<file path="config.mk">
export PLATFORM = sky130hd
export DESIGN_NAME = instr_fetch
export DESIGN_NICKNAME = d
export VERILOG_FILES = /design/src/rtl/instr_fetch.sv
export SDC_FILE = /design/constraint.sdc
export NUM_CORES = 1
export LEC_CHECK = 0
export CAP_MARGIN = 20
export CORE_MARGIN = 5
export CORE_UTILIZATION = 43
export DETAILED_ROUTE_END_ITERATION = 6
export GPL_ROUTABILITY_DRIVEN = 0
export PLACE_DENSITY = 0.73
export SLEW_MARGIN = 20
export SYNTH_ARGS = -nofsm -noshare
export SYNTH_HDL_FRONTEND = slang
export SYNTH_SLANG_ARGS = --single-unit
</file>
<file path="constraint.sdc">
create_clock -name clk -period 1.9 [get_ports clk]
set_input_delay 0.38 -clock clk [delete_from_list [all_inputs] [get_ports clk]]
set_output_delay 0.38 -clock clk [all_outputs]
set_load 0.05 [all_outputs]
</file>
<file path="src/rtl/instr_fetch.sv">
// Instruction fetch: owns the PC, reads the combinational ROM, buffers {pc, instr} toward decode.
// Latency: a word fetched at edge N is presented on out_* after that edge; redirect-to-valid is 2 edges.
// Backpressure: out_ready low fills the buffer and then stalls the PC; a pop frees room the same cycle.
module instr_fetch #(
  parameter logic [31:0] RESET_PC   = 32'h0000_0000,
  parameter int          FIFO_DEPTH = 2
) (
  input  logic        clk,
  input  logic        rst_n,
  output logic [31:0] imem_addr,
  input  logic [31:0] imem_instr,
  input  logic        redirect,
  input  logic [31:0] redirect_pc,
  input  logic        halt,
  output logic        out_valid,
  input  logic        out_ready,
  output logic [31:0] out_instr,
  output logic [31:0] out_pc,
  output logic        misalign_err,
  output logic [31:0] fetch_count
);

  localparam int AW = (FIFO_DEPTH > 1) ? $clog2(FIFO_DEPTH) : 1;
  localparam int CW = AW + 1;
  localparam logic [CW-1:0] DEPTH_C = CW'(FIFO_DEPTH);

  logic [31:0]   pc;
  logic [31:0]   buf_pc    [FIFO_DEPTH];
  logic [31:0]   buf_instr [FIFO_DEPTH];
  logic [AW-1:0] rd_ptr;
  logic [AW-1:0] wr_ptr;
  logic [CW-1:0] count;
  logic          pop;
  logic          fetch;

  assign imem_addr = pc;
  assign out_valid = (count != '0);

  // Handshake decode: a pop frees a slot for a fetch in the same cycle; redirect blocks fetch.
  always_comb begin
    pop       = out_valid & out_ready;
    fetch     = !redirect && !halt && ((count < DEPTH_C) || pop);
    out_pc    = '0;
    out_instr = '0;
    if (out_valid) begin
      out_pc    = buf_pc[rd_ptr];
      out_instr = buf_instr[rd_ptr];
    end
  end

  // PC, fetch buffer and status registers; redirect flushes and overrides any pop or push.
  always_ff @(posedge clk or negedge rst_n) begin
    if (!rst_n) begin
      pc           <= RESET_PC;
      rd_ptr       <= '0;
      wr_ptr       <= '0;
      count        <= '0;
      misalign_err <= 1'b0;
      fetch_count  <= '0;
      for (int i = 0; i < FIFO_DEPTH; i++) begin
        buf_pc[i]    <= '0;
        buf_instr[i] <= '0;
      end
    end else if (redirect) begin
      pc           <= {redirect_pc[31:2], 2'b00};
      rd_ptr       <= '0;
      wr_ptr       <= '0;
      count        <= '0;
      misalign_err <= |redirect_pc[1:0];
    end else begin
      misalign_err <= 1'b0;
      if (fetch) begin
        buf_pc[wr_ptr]    <= pc;
        buf_instr[wr_ptr] <= imem_instr;
        wr_ptr            <= wr_ptr + 1'b1;
        pc                <= pc + 32'd4;
        fetch_count       <= fetch_count + 32'd1;
      end
      if (pop) begin
        rd_ptr <= rd_ptr + 1'b1;
      end
      count <= count + CW'(fetch) - CW'(pop);
    end
  end

endmodule

</file>
=== After elaboration in Yosys (flattened, before gate mapping) ===
Cells that the tools add are included.

* $add $sub $neg: 6
* Order comparisons: 4
* Mux-type cells: 20
* Bitwise logic cells: 4
* Reductions and logical operators: 11

{| class="wikitable"
|+ Operators by type and width
! cell !! count
|-
| $mux 32 || 11
|-
| $bwmux 64 || 2
|-
| $add 32x1->32 const B || 1
|-
| $add 32x3->32 const B || 1
|-
| $demux 32 s1 || 1
|-
| $reduce_bool 2->1 || 3
|-
| $mux 1 || 5
|-
| $ge 2x2->1 const B || 2
|-
| $not 1->2 || 2
|-
| $logic_and 1x1->1 || 3
|-
| $add 1x1->1 const B || 2
|-
| $add 2x1->2 || 1
|-
| $logic_not 1->1 || 2
|-
| $lt 2x1->1 const B || 1
|-
| $lt 2x2->1 const B || 1
|-
| $mux 2 || 1
|-
| $reduce_and 2->1 || 1
|-
| $reduce_or 2->1 || 1
|-
| $sub 2x1->2 || 1
|-
| $and 1x1->1 || 1
|-
| $logic_or 1x1->1 || 1
|-
| $not 1->1 || 1
|}

* Register bits after elaboration: 197
* Bits of input ports: 69
* Output and inout port bits: 130
* Word-level logic and storage cells: 55

=== Depth between registers and ports, before layout ===
Gate-level depths: netlist (run 1).

* Depth after elaboration: 7
* Mapped depth: 9
* Depth with buffers taken out: 8

=== Worst setup path after synthesis (run 1) ===
OpenSTA, ideal clock, no wires.

* Path kind: reg2reg
* Start: register fetch_count[0]
* End: register fetch_count[30]
* Setup time: 0.082 ns
* Arrival time: 2.351 ns
* Data required time: 1.818 ns
* Slack: -0.533 ns
* Cell stages (with the launch flop): 7
* Buffers on the path: 0
* Period minus slack after synthesis: 2.433 ns
* Cells stage by stage: dfrtp_1 ha_1 nand3_2 or4_1 or4_4 nor2_1 xor2_1

* Longest elaborated chain between the ends: 1

{| class="wikitable"
|+ Ends and longest elaborated chain
! element !! RTL line !! RTL
|-
| start: declaration || 20 || <nowiki>output logic [31:0] fetch_count</nowiki>
|-
| start signal: assignment || 77 || <nowiki>fetch_count <= fetch_count + 32'd1;</nowiki>
|-
| $add 32x1->32 || 77 ||
|}

Every way passes these cells.
A chain may end at the register's enable or synchronous reset.

=== Worst setup path in the final report (run 1) ===
* Start: register count[1]
* End: output port out_pc[13]

* Longest elaborated chain between the ends: 2

{| class="wikitable"
|+ Ends and longest elaborated chain
! element !! RTL line !! RTL
|-
| start: declaration || 32 || <nowiki>logic [CW-1:0] count;</nowiki>
|-
| start signal: assignment || 82 || <nowiki>count <= count + CW'(fetch) - CW'(pop);</nowiki>
|-
| $reduce_bool 2->1 || 37 || <nowiki>assign out_valid = (count != '0);</nowiki>
|-
| $mux 32 || 45 || <nowiki>if (out_valid) begin</nowiki>
|-
| end: declaration || 18 || <nowiki>output logic [31:0] out_pc,</nowiki>
|}

Every way passes these cells.

==> impl_metrics.toml, run 1 <==
[status]
status = "finished with violations"
violations = "setup timing"

[sta]
slew_viol_final = 0
max_freq_mhz = 475.0
rsz0062_at_grt = "yes"
setup_ws_ns = -0.2053
period_needed_ns = 2.105
tightestPinTransition_ns = 0.6136
setup_viol = 171
slew_headroom_pct = 59.09
final_hold_viol_count = 0
fin_crit_sh_pct = 110.8
tns_ns = -18.90
fin_worst_skew_ns = 0.01051

[global_route]
grt_overflow_total = 0
grt_pass1_wl_um = 38670
grt_pass1_vias = 7115
antenna_found_initial = 1
grt_start_max_net_pins = 69
track_usage_pct = 20.34

[logic_synthesis]
synth_simple_gate_area_share_pct = 12.53
synth_area_leaders = "dfrtp_1 54%, mux2_2 15%, mux2i_1 7.1%"
synth_compound_area_share_pct = 1.758
yosysTopAreaCellShare_pct = 53.73
synth_xor_area_share_pct = 6.104
syn_area_sq_um = 8896
yosysWarnings = 0
synth_common_cells = "191 x dfrtp_1, 120 x mux2_2, 82 x nor2_1, 63 x mux2i_1, 56 x nand2_1"
avgSynthCellArea_sq_um = 11.85
synth_top_family_by_area = "multiplexers"
dominantRegCellSynth = "dfrtp_1"
netlist_instances = 751
synth_most_common_cell = "dfrtp_1"
yosysUniqueCellTypes = 40
synth_edf_count = 0
synthMuxAreaShare_pct = 22.78
yosysTopAreaCell = "dfrtp_1"
seq_area_frac_synth_pct = 53.73
synth-adder-area-share_pct = 0.5626
synth-seq-cells = 191
async_reset_ff_share_pct = 100.0

[clocking]
cts_tree = "done"
cts-buffers-inserted = 17
cts.sinks = 191
htreeDepth = 4
path_clk_slew_ns = 0.07
clk_path_buf_depth = 2
worstSkewPairLatency_ns = 0.43
cts_root_buffer = "clkbuf_16"

[final_layout]
register_area_sq_um = 4830
finalInstanceArea_sq_um = 13980
drive_gt1_share_pct = 50.05
num-nets-final = 1095
multi_input_area_sq_um = 4542
area_growth_pct = 57.20
fillers = 1443
finalNonFillerCells = 1306

[pwr]
power_density_nw_per_um2 = 1453
seqPwrFrac_pct = 31.1
p_clk_share_pct = 18.3
cellLeakagePower_nw = 6.037
p_int_mw = 12.64
ir_worst_vdd_mv = 0.9323
p_switching_mw = 7.676
p_sw_share_pct = 37.79
p_comb_share_pct = 50.6

[setup_path]
worstPathArrival_ns = 1.73
crit_required_ns = 1.52
crit_path_max_fanout = 7
path_class = "flop to output pin"
end_kind = "output pin"
crit_path_start_kind = "flop"

[floorplan]
coreArea_sq_um = 20300
die_w_um = 153.8
dieArea_sq_um = 23670
row_count = 52
dieHeight_um = 153.8
ios = 199
start_util_pct = 43.82

[run]
cap_viol_max_count = 0

[route]
wire_per_inst_um = 19.58
drc = 0
via_per_inst = 5.278
wl_um = 25570
firstDrtPassIters = 5
first_iter_violations = 403
postRouteAntennaNets = 0
vias = 6893

[placed_design]
dpl_cell_area_sq_um = 12400
dp_hpwl_um = 16250
portBuffers = 194
dp_cells = 1245

[worst_hold_path]
hp-class = "flop to flop"
## what timing repair did
action | 4_1_cts | 5_1_grt
pin swaps | 4 | 14
endpoints found under the setup margin | 66 | 151
hold endpoints to repair | 47 | 0
hold buffers | 1 | 0
gates cloned | 5 | 10
setup buffers | 5 | 7
resized for setup | 21 | 117
## power by group through the flow
stage	logic, mW	registers [mW]	clock network, mW
floorplan	4.93	6.46	0
global placement	8.89	6.20	0
detailed placement	9.02	6.28	0
CTS	9.67	6.24	3.79
global route	10.7	6.49	3.96
finish	10.3	6.33	3.72
## critical path, cell delays in order, from the launching register on
cell and delay, ns:
dfrtp_1 0.40, buf_6 0.13, nor2_4 0.12, buf_12 0.17
buf_12 0.12, buf_16 0.14, nor2_2 0.06, buf_12 0.15
## layer usage
layer  wire (um)  share of wire [%]  vias to the layer above  track usage (%)
met3        1385                5.4                       32            4.216
li1            -                  -                     3155                -
met5          13              0.051                        -                0
met4         461                1.8                        2            5.761
met2       12150                 48                      215            32.19
met1       11550                 45                     3489            28.59
## flip-flops by register name (all words and copies together), names as in the netlist
signal,flops
fetch_count,32
wr_ptr,1
buf_instr,64
buf_pc,60
rd_ptr,1
imem_addr,30
misalign_err,1
count,2
## per-stage QoR
step | hold slack, ns | power [mW] | setup WS, ns | utilization, %
after floorplan | 0.08441 | 11.39 | -0.1415 | -
after global placement | 0.4433 | 15.09 | -0.3432 | 61.10
after detailed placement | 0.4479 | 15.30 | -0.3833 | 61.10
after CTS | 0.4707 | 19.70 | -0.2050 | 65.42
after global routing | 0.4809 | 21.18 | -0.2621 | 68.88
final | 0.4739 | 20.32 | -0.2053 | 68.89
## area by class of cell
type	count	area share, %
Timing Repair Buffer	289	25.98
Inverter	7	0.2058
Clock buffer	18	3.069
Clock inverter	14	1.297
Tap cell	270	2.416
Sequential cell	191	34.54
Antenna cell	1	0.01789
Multi-Input combinational cell	516	32.48
## cells in the final DEF (no fill, tap or decap), types with 14 or more instances in the layout
| cell type | n |
|---|---|
| clkdlybuf4s50_1 | 66 |
| nand4_1 | 24 |
| buf_4 | 118 |
| mux2_2 | 60 |
| nor2_1 | 15 |
| dfrtp_1 | 153 |
| mux2i_1 | 54 |
| nand2_1 | 54 |
| buf_12 | 73 |
| nand3_1 | 17 |
| nor2_2 | 63 |
| dfrtp_2 | 37 |
| o21ai_0 | 14 |
| xor2_1 | 33 |
| mux2_4 | 64 |
| o21ai_1 | 14 |
| xnor2_1 | 28 |
| clkbuf_16 | 24 |
## path summary, 6_finish.rpt
check | cells after the start | slack [ns] | from | end
worst max register to register | 9 | -0.16 | count[1] | buf_pc[60]
worst max-delay path | 7 | -0.21 | count[1] | out_pc[13]
min in group asynchronous | 2 | 0.51 | rst_n | buf_instr[15]
worst min-delay path | 1 | 0.47 | fetch_count[31] | fetch_count[31]
max in group asynchronous | 3 | 0.70 | rst_n | buf_pc[8]
worst min register to register | 1 | 0.47 | fetch_count[31] | fetch_count[31]
## logic make-up (layout without fill, tap and decap cells)
logic type | count (synthesis) | after routing
AND/OR/NAND/NOR | 229 | 229
buffers and inverters | 47 | 328
AO/OA/AOI/OAI | 30 | 30
other | 1 | 5
multiplexers | 187 | 187
adder cells (fa/ha/maj) | 4 | 4
XOR/XNOR | 62 | 62
flip-flops | 191 | 191
No activity file was read; power rests on OpenSTA's default activity.
==> run 2, diff against run 1 <==
Settings changed: SLEW_MARGIN 20 to unset.
==> results of run 2 <==
No change in the layout: final DEF, timing and power equal those of run 1.
